<file path="src/rtl/sp_ram_pkg.sv">
// Shared types and constants for the two-master single-port RAM arbiter slice.
package sp_ram_pkg;
  localparam int M_CORE      = 0;
  localparam int M_DBG       = 1;
  localparam int RSP_LATENCY = 1;
  localparam int REQ_AW      = 32;
  localparam int REQ_DW      = 32;

  typedef struct packed {
    logic [REQ_AW-1:0]   addr;
    logic                we;
    logic [REQ_DW/8-1:0] be;
    logic [REQ_DW-1:0]   wdata;
  } ram_req_t;
endpackage

</file>
<file path="src/rtl/sp_ram_arbiter_if.sv">
// Per-master req/gnt/rvalid bundle; index 0 is the core port, index 1 the debug bridge.
interface sp_ram_arbiter_if #(
  parameter int DATA_WIDTH = 32
);
  logic [1:0]                   m_req;
  logic [1:0]                   m_gnt;
  logic [1:0][31:0]             m_addr;
  logic [1:0]                   m_we;
  logic [1:0][DATA_WIDTH/8-1:0] m_be;
  logic [1:0][DATA_WIDTH-1:0]   m_wdata;
  logic [1:0]                   m_rvalid;
  logic [1:0][DATA_WIDTH-1:0]   m_rdata;

  modport master (
    output m_req, m_addr, m_we, m_be, m_wdata,
    input  m_gnt, m_rvalid, m_rdata
  );

  modport slave (
    input  m_req, m_addr, m_we, m_be, m_wdata,
    output m_gnt, m_rvalid, m_rdata
  );
endinterface

</file>
<file path="src/rtl/sp_ram_rsp_track.sv">
// Carries grant valid/owner alongside the RAM read pipeline and raises rvalid for the owner.
// Latency equals LATENCY cycles; no backpressure, the response cannot be stalled.
module sp_ram_rsp_track #(
  parameter int LATENCY = 1
) (
  input  logic       clk,
  input  logic       rst_i,
  input  logic       gnt_vld,
  input  logic       gnt_own,
  output logic [1:0] rvalid
);
  logic [LATENCY-1:0] rsp_vld_q;
  logic [LATENCY-1:0] rsp_own_q;

  always_ff @(posedge clk) begin
    if (rst_i) begin
      rsp_vld_q <= '0;
      rsp_own_q <= '0;
    end else begin
      rsp_vld_q[0] <= gnt_vld;
      rsp_own_q[0] <= gnt_own;
      for (int i = 1; i < LATENCY; i++) begin
        rsp_vld_q[i] <= rsp_vld_q[i-1];
        rsp_own_q[i] <= rsp_own_q[i-1];
      end
    end
  end

  // Masked during reset so an in-flight response is dropped, not delivered.
  assign rvalid[0] = !rst_i && rsp_vld_q[LATENCY-1] && !rsp_own_q[LATENCY-1];
  assign rvalid[1] = !rst_i && rsp_vld_q[LATENCY-1] &&  rsp_own_q[LATENCY-1];
endmodule

</file>
<file path="src/rtl/sp_ram_arbiter.sv">
// Fixed-priority core/debug arbiter for one RAM port; grant is combinational, response 1 cycle later.
// The debug master is forced through after MAX_WAIT consecutive denied cycles.
module sp_ram_arbiter
  import sp_ram_pkg::*;
#(
  parameter int RAM_SIZE   = 32768,
  parameter int ADDR_WIDTH = $clog2(RAM_SIZE),
  parameter int DATA_WIDTH = REQ_DW,
  parameter int MAX_WAIT   = 4
) (
  input  logic                    clk,
  input  logic                    rst_i,
  sp_ram_arbiter_if.slave         bus,
  output logic                    ram_en_o,
  output logic [ADDR_WIDTH-1:0]   ram_addr_o,
  output logic [DATA_WIDTH-1:0]   ram_wdata_o,
  output logic                    ram_we_o,
  output logic [DATA_WIDTH/8-1:0] ram_be_o,
  input  logic [DATA_WIDTH-1:0]   ram_rdata_i
);
  localparam logic [3:0] WAIT_MAX = 4'(MAX_WAIT);

  logic [3:0] wait_q;
  logic       wait_hit;
  logic       gnt_core;
  logic       gnt_dbg;
  logic [1:0] rvalid;
  ram_req_t   req_core;
  ram_req_t   req_dbg;
  ram_req_t   req_win;
  logic       unused_addr;

  assign wait_hit = (wait_q == WAIT_MAX);
  assign gnt_dbg  = !rst_i && bus.m_req[M_DBG] && (!bus.m_req[M_CORE] || wait_hit);
  assign gnt_core = !rst_i && bus.m_req[M_CORE] && !gnt_dbg;

  assign bus.m_gnt[M_CORE] = gnt_core;
  assign bus.m_gnt[M_DBG]  = gnt_dbg;

  assign req_core = '{addr: bus.m_addr[M_CORE], we: bus.m_we[M_CORE],
                      be: bus.m_be[M_CORE], wdata: bus.m_wdata[M_CORE]};
  assign req_dbg  = '{addr: bus.m_addr[M_DBG], we: bus.m_we[M_DBG],
                      be: bus.m_be[M_DBG], wdata: bus.m_wdata[M_DBG]};

  // Idle cycles leave the core request on the bus; only en/we matter to the RAM then.
  assign req_win     = gnt_dbg ? req_dbg : req_core;
  assign ram_en_o    = gnt_core | gnt_dbg;
  assign ram_we_o    = ram_en_o & req_win.we;
  assign ram_addr_o  = req_win.addr[ADDR_WIDTH-1:0];
  assign ram_be_o    = req_win.be;
  assign ram_wdata_o = req_win.wdata;
  assign unused_addr = ^req_win.addr[REQ_AW-1:ADDR_WIDTH];

  always_ff @(posedge clk) begin
    if (rst_i) begin
      wait_q <= '0;
    end else if (bus.m_req[M_DBG] && !gnt_dbg) begin
      if (!wait_hit) begin
        wait_q <= wait_q + 4'd1;
      end
    end else begin
      wait_q <= '0;
    end
  end

  sp_ram_rsp_track #(
    .LATENCY (RSP_LATENCY)
  ) u_rsp_track (
    .clk     (clk),
    .rst_i   (rst_i),
    .gnt_vld (ram_en_o),
    .gnt_own (gnt_dbg),
    .rvalid  (rvalid)
  );

  assign bus.m_rvalid         = rvalid;
  assign bus.m_rdata[M_CORE]  = ram_rdata_i;
  assign bus.m_rdata[M_DBG]   = ram_rdata_i;
endmodule
</file>
<file path="src/flat_wrapper.sv">
// flat-port wrapper written by rule: the top's interface ports become plain ports
module sp_ram_arbiter_flat import sp_ram_pkg::*;
#(
  parameter int RAM_SIZE   = 32768,
  parameter int ADDR_WIDTH = $clog2(RAM_SIZE),
  parameter int DATA_WIDTH = REQ_DW,
  parameter int MAX_WAIT   = 4
)
  (clk, rst_i, ram_en_o, ram_addr_o, ram_wdata_o, ram_we_o, ram_be_o, ram_rdata_i, bus_m_req, bus_m_addr, bus_m_we, bus_m_be, bus_m_wdata, bus_m_gnt, bus_m_rvalid, bus_m_rdata);
  sp_ram_arbiter_if #(.DATA_WIDTH(DATA_WIDTH)) bus_i ();
  input  logic clk;
  input  logic rst_i;
  output logic ram_en_o;
  output logic [ADDR_WIDTH-1:0] ram_addr_o;
  output logic [DATA_WIDTH-1:0] ram_wdata_o;
  output logic ram_we_o;
  output logic [DATA_WIDTH/8-1:0] ram_be_o;
  input  logic [DATA_WIDTH-1:0] ram_rdata_i;
  input wire logic [$bits(bus_i.m_req)-1:0] bus_m_req;
  input wire logic [$bits(bus_i.m_addr)-1:0] bus_m_addr;
  input wire logic [$bits(bus_i.m_we)-1:0] bus_m_we;
  input wire logic [$bits(bus_i.m_be)-1:0] bus_m_be;
  input wire logic [$bits(bus_i.m_wdata)-1:0] bus_m_wdata;
  output wire logic [$bits(bus_i.m_gnt)-1:0] bus_m_gnt;
  output wire logic [$bits(bus_i.m_rvalid)-1:0] bus_m_rvalid;
  output wire logic [$bits(bus_i.m_rdata)-1:0] bus_m_rdata;
  assign bus_i.m_req = bus_m_req;
  assign bus_i.m_addr = bus_m_addr;
  assign bus_i.m_we = bus_m_we;
  assign bus_i.m_be = bus_m_be;
  assign bus_i.m_wdata = bus_m_wdata;
  assign bus_m_gnt = bus_i.m_gnt;
  assign bus_m_rvalid = bus_i.m_rvalid;
  assign bus_m_rdata = bus_i.m_rdata;
  sp_ram_arbiter #(.RAM_SIZE(RAM_SIZE), .ADDR_WIDTH(ADDR_WIDTH), .DATA_WIDTH(DATA_WIDTH), .MAX_WAIT(MAX_WAIT)) u_core (.clk(clk), .rst_i(rst_i), .bus(bus_i), .ram_en_o(ram_en_o), .ram_addr_o(ram_addr_o), .ram_wdata_o(ram_wdata_o), .ram_we_o(ram_we_o), .ram_be_o(ram_be_o), .ram_rdata_i(ram_rdata_i));
endmodule
</file>
<file path="config.mk">
export PLATFORM = sky130hd
export DESIGN_NAME = sp_ram_arbiter_flat
export DESIGN_NICKNAME = d
export VERILOG_FILES = /design/src/rtl/sp_ram_pkg.sv /design/src/rtl/sp_ram_arbiter_if.sv /design/src/rtl/sp_ram_rsp_track.sv /design/src/rtl/sp_ram_arbiter.sv /design/src/flat_wrapper.sv
export SDC_FILE = /design/constraint.sdc
export NUM_CORES = 1
export LEC_CHECK = 0
export ABC_AREA = 0
export CAP_MARGIN = 5
export CORE_AREA = 2 2 114 116
export CTS_CLUSTER_SIZE = 24
export DETAILED_ROUTE_END_ITERATION = 12
export DIE_AREA = 0 0 116 118
export SLEW_MARGIN = 5
export SYNTH_ARGS = -nofsm -noshare
export SYNTH_HDL_FRONTEND = slang
export SYNTH_SLANG_ARGS = --single-unit
</file>
<file path="constraint.sdc">
create_clock -name clk -period 1.78 [get_ports clk]
set_input_delay 0.267 -clock clk [delete_from_list [all_inputs] [get_ports clk]]
set_output_delay 0.267 -clock clk [all_outputs]
set_load 0.01 [all_outputs]
</file>
Yosys cells after proc, flatten, opt, wreduce, memory -nomap -nowiden
Cells that the tools add are included.
{"block": "totals", "ff_bits": 6, "wordCells": 23, "mem_count": 0, "romBits": 0, "input_bits": 174, "mem_bits_rw": 0, "latch_bits": 0}
{"block": "op_classes", "reduce_logical": 14, "div_mod_pow": 0, "addsub": 1, "n_bitwise": 3, "shifts": 0, "mux": 1, "eq_ne": 1, "n_mul": 0, "order_cmp": 0}
{"operator": "$mux 52", "count": 1}
{"operator": "$logic_and 1x1->1", "count": 8}
{"operator": "$add 4x1->4 const B", "count": 1}
{"operator": "$eq 4x3->1 const B", "count": 1}
{"operator": "$logic_not 1->1", "count": 4}
{"operator": "$reduce_or 2->1", "count": 1}
{"operator": "$and 1x1->1", "count": 1}
{"operator": "$logic_or 1x1->1", "count": 1}
{"operator": "$not 1->1", "count": 1}
{"operator": "$or 1x1->1", "count": 1}

Logic depth before layout (Yosys ltp)
{"block": "logic_depth", "word_depth": 7, "depth_mapped": 6, "depth_no_buf": 5}

Hierarchy
From an unflattened synthesis, not the netlist that was laid out.
{"block": "unflattened", "cells_unflattened": 158, "hier_area_um2": 1460.2}
{"mod": "sp_ram_arbiter", "cells_per_inst": 152, "seq_area_each_um2": 80.1, "area_per_inst_um2": 1385.1, "n_inst": 1}
{"mod": "sp_ram_rsp_track", "cells_per_inst": 6, "seq_area_each_um2": 40.0, "area_per_inst_um2": 75.1, "n_inst": 1}

Worst setup path before layout
No wires, ideal clock.
{"block": "synth_path", "path_type": "reg2out", "start": "reg u_core.wait_q[0]", "end": "out ram_wdata_o[1]", "path_slack_ns": 0.035, "required_time_ns": 1.513, "stages_incl_launch_ff": 7, "n_path_buf": 1, "arrival_time_ns": 1.478, "cell_sequence": "dfxtp_1 -> inv_1 -> ha_1 -> nand3b_4 -> a21oi_4 -> buf_6 -> mux2_1"}
{"block": "synth_via", "elab_chain_cells": 4}
{"item": "start: declaration", "line_no": "sp_ram_arbiter.sv:23", "text": "logic [3:0] wait_q;"}
{"item": "start signal: assignment", "line_no": "sp_ram_arbiter.sv:59", "text": "wait_q <= wait_q + 4'd1;"}
{"item": "$eq 4x3->1", "line_no": "sp_ram_arbiter.sv:33", "text": "assign wait_hit = (wait_q == WAIT_MAX);"}
{"item": "$logic_or 1x1->1", "line_no": "sp_ram_arbiter.sv:34", "text": "assign gnt_dbg = !rst_i && bus.m_req[M_DBG] && (!bus.m_req[M_CORE] || wait_hit);"}
{"item": "$logic_and 1x1->1", "line_no": "sp_ram_arbiter.sv:34"}
{"item": "$mux 52", "line_no": "sp_ram_arbiter.sv:46", "text": "assign req_win = gnt_dbg ? req_dbg : req_core;"}
{"item": "end: declaration", "line_no": "flat_wrapper.sv:15", "text": "output logic [DATA_WIDTH-1:0] ram_wdata_o;"}
No other way between the ends.

Worst setup path in the final report
{"block": "layout_path", "start": "reg u_core.wait_q[1]", "end": "out ram_wdata_o[20]"}
Same word-level chain as after synthesis.

==> results.cfg <==
[clock_network]
cts_tree = built
clk_latency_ps = 230
cts-root-buf = clkbuf_16
cts_sinks = 6
htree_levels = 1
ctsHoldBuffers = 0
cts_inserted_buffers = 3
clk_path_buf_depth = 2
path_clk_slew_ps = 30

[timing]
setup_viol_count_final = 52
grt_setup_unrepaired = yes
timing.final.ws_setup_ps = -367
fin_skew_ps = 0.374
fin_crit_sh_pct = 121
setup_tns_ps = -16570
tightestPinTransition_ps = 191
fin_crit_ps = 2150
hold_viol_final = 0
fmax_mhz = 466
whs_ps = 473
relSlewSlack_pct = 87.3
slew_viol_final = 0

[route]
avgRoutedWirePerCell_um = 17.9
num_vias = 1540
ant_nets = 0
drtIter0Drc = 23
viasPerCell = 3.41
firstDrtPassIters = 4
wl_um = 8090
drc = 0

[power]
swShare_pct = 25.0
seq_power_share_pct = 11.0
vdd_drop_max_uv = 239
pwr-share-comb_pct = 60.7
leakage_nw = 1.48
pwr-share-clk_pct = 28.3
intPower_uw = 966
pwr_density_cell_nw_per_um2 = 374
p_switching_uw = 321

[final_layout]
final_util_pct = 27.7
n_antenna_cell = 0
sequential_cell_area_um2 = 123
drive_above_1_share_pct = 50.7
mostFrequentLayoutCells = clkdlybuf4s50_1, buf_6, mux2_4
multi_input_area_um2 = 967
final_cell_area_um2 = 3440
n_fill_cell = 1315
final_common_cell = clkdlybuf4s50_1
area_delta_synth_final_pct = 137
num-nets-final = 458

[grt]
grt.overflow.total = 0
grt_pass1_vias = 1721
grt_start_max_net_pins = 11
grt_pass1_wl_um = 10800
gr-usage-all-layers_pct = 10.9
antenna_found_initial = 0

[worst_setup_path]
arrival_ps = 1880
required_ps = 1510
cp_max_fo = 9
critPathSlowestCell = dfxtp_2
cp_common_cell = buf_12
cp_cell_sequence = inv_2 -> ha_4 -> nand3b_4 -> a21oi_4 -> buf_12 -> buf_12 -> buf_16 -> mux2_4 -> buf_6
critPathKind = reg -> out
end_kind = output pin
slowest_delay_ps = 310
cp-start-kind = flop
ff2ff_path_depth = 6

[die]
rows = 41
core_um2 = 12400
num_io_pins = 295
die_w_um = 116
start_util_pct = 11.7
die_y_um = 118
dieArea_um2 = 13700

[synthesis]
yosysWarningCount = 0
synth_nets = 334
synth_area_um2 = 1450
ys_ff_latch = 6
syn_avg_cell_area_um2 = 9.18
yosysUniqueCellTypes = 21
synth_cells = 158
seq_area_frac_synth_pct = 8.28

[hold_path]
whs_path_depth = 2
min_path_type = in -> reg

[place]
place_congestion = 0.729
port_buffers = 164
dpl.hpwl_um = 6020
place_area_um2 = 2850

[flow_run]
max_cap_violations = 0

[status]
status = complete, but fails checks
violations = setup timing
==> registers in the layout, summed over array words and instances (netlist names) <==
signal                        flops
u_core.u_rsp_track.rsp_vld_q      1
u_core.wait_q                     4
u_core.u_rsp_track.rsp_own_q      1
==> stage by stage <==
stage / instances / setup slack [ps] / total power, mW
after floorplan: 158 / 34.5 / 0.473
after global placement: 434 / -767 / 0.783
after detailed placement: 434 / -745 / 0.782
after CTS: 447 / -390 / 1.28
after global routing: 452 / -434 / 1.34
final: 452 / -367 / 1.29
==> worst paths after layout <==
| path | startpoint | endpoint | slack [ps] |
|---|---|---|---|
| setup / recovery | u_core.wait_q[1] | ram_wdata_o[20] | -370 |
| hold reg to reg | u_core.wait_q[0] | u_core.wait_q[0] | 520 |
| setup reg to reg | u_core.wait_q[1] | u_core.wait_q[2] | 680 |
| hold / removal | bus_m_req[0] | u_core.u_rsp_track.rsp_own_q | 470 |
==> cell families after synthesis <==
| logic type | count (synthesis) | synth area share, % |
|---|---|---|
| mux | 51 | 39.6 |
| flops | 6 | 8.28 |
| xor+xnor | 2 | 1.21 |
| buf+inv | 74 | 38.8 |
| fa+ha+maj | 2 | 1.73 |
| simple gates | 17 | 6.99 |
| compound gates | 6 | 3.37 |
==> power groups by stage <==
stage	clock, mW	sequential, mW	combinational (mW)
6_report	0.364	0.141	0.782
5_1_grt	0.376	0.141	0.825
4_1_cts	0.371	0.141	0.767
3_5_place_dp	0	0.143	0.639
3_3_place_gp	0	0.142	0.641
2_1_floorplan	0	0.142	0.330
==> area by class of cell <==
type	instances	area share (%)
repair buffers	190	59.6
multi-input cells	78	28.1
well taps	172	6.25
flip-flops and latches	6	3.56
clock buffers	3	2.18
inverters	3	0.327
==> cells in the mapped netlist <==
library cell,count,area [µm²]
a21boi_0,1,7.51
nor2_1,7,26.3
buf_4,66,495
nor2b_1,1,6.26
o21ba_2,1,10.0
nand3_1,2,10.0
xnor2_1,1,8.76
nand2_1,2,7.51
inv_1,3,11.3
a21oi_4,1,16.3
dfxtp_1,6,120
nor3b_1,1,7.51
xor2_1,1,8.76
nand3b_4,1,20.0
buf_6,5,56.3
and3b_1,2,17.5
mux2_2,48,541
a21oi_1,3,15.0
nand2b_1,1,6.26
ha_1,2,25.0
mux2_1,3,33.8
==> critical path, delay by kind of cell (launching register included) <==
| family | cells | cell delay (ps) |
|---|---|---|
| buffers and inverters | 5 | 600 |
| DFF | 1 | 310 |
| muxes | 1 | 310 |
| AOI/OAI and AO/OA | 1 | 180 |
| adders and majority gates | 1 | 140 |
| and+or+nand+nor | 1 | 90 |
==> routing by layer <==
layer / track usage [%] / wire length, µm
met2: 19.2 / 3940
met5: 0 / 0
met3: 3.96 / 980
met1: 12.5 / 3110
met4: 2.23 / 62
==> what timing repair did <==
action	CTS	global route
gates cloned	4	1
pin swaps	2	1
setup buffers	6	6
endpoints found under the setup margin	57	53
gates resized for setup	317	19
Power figures use the tool's default switching activity.
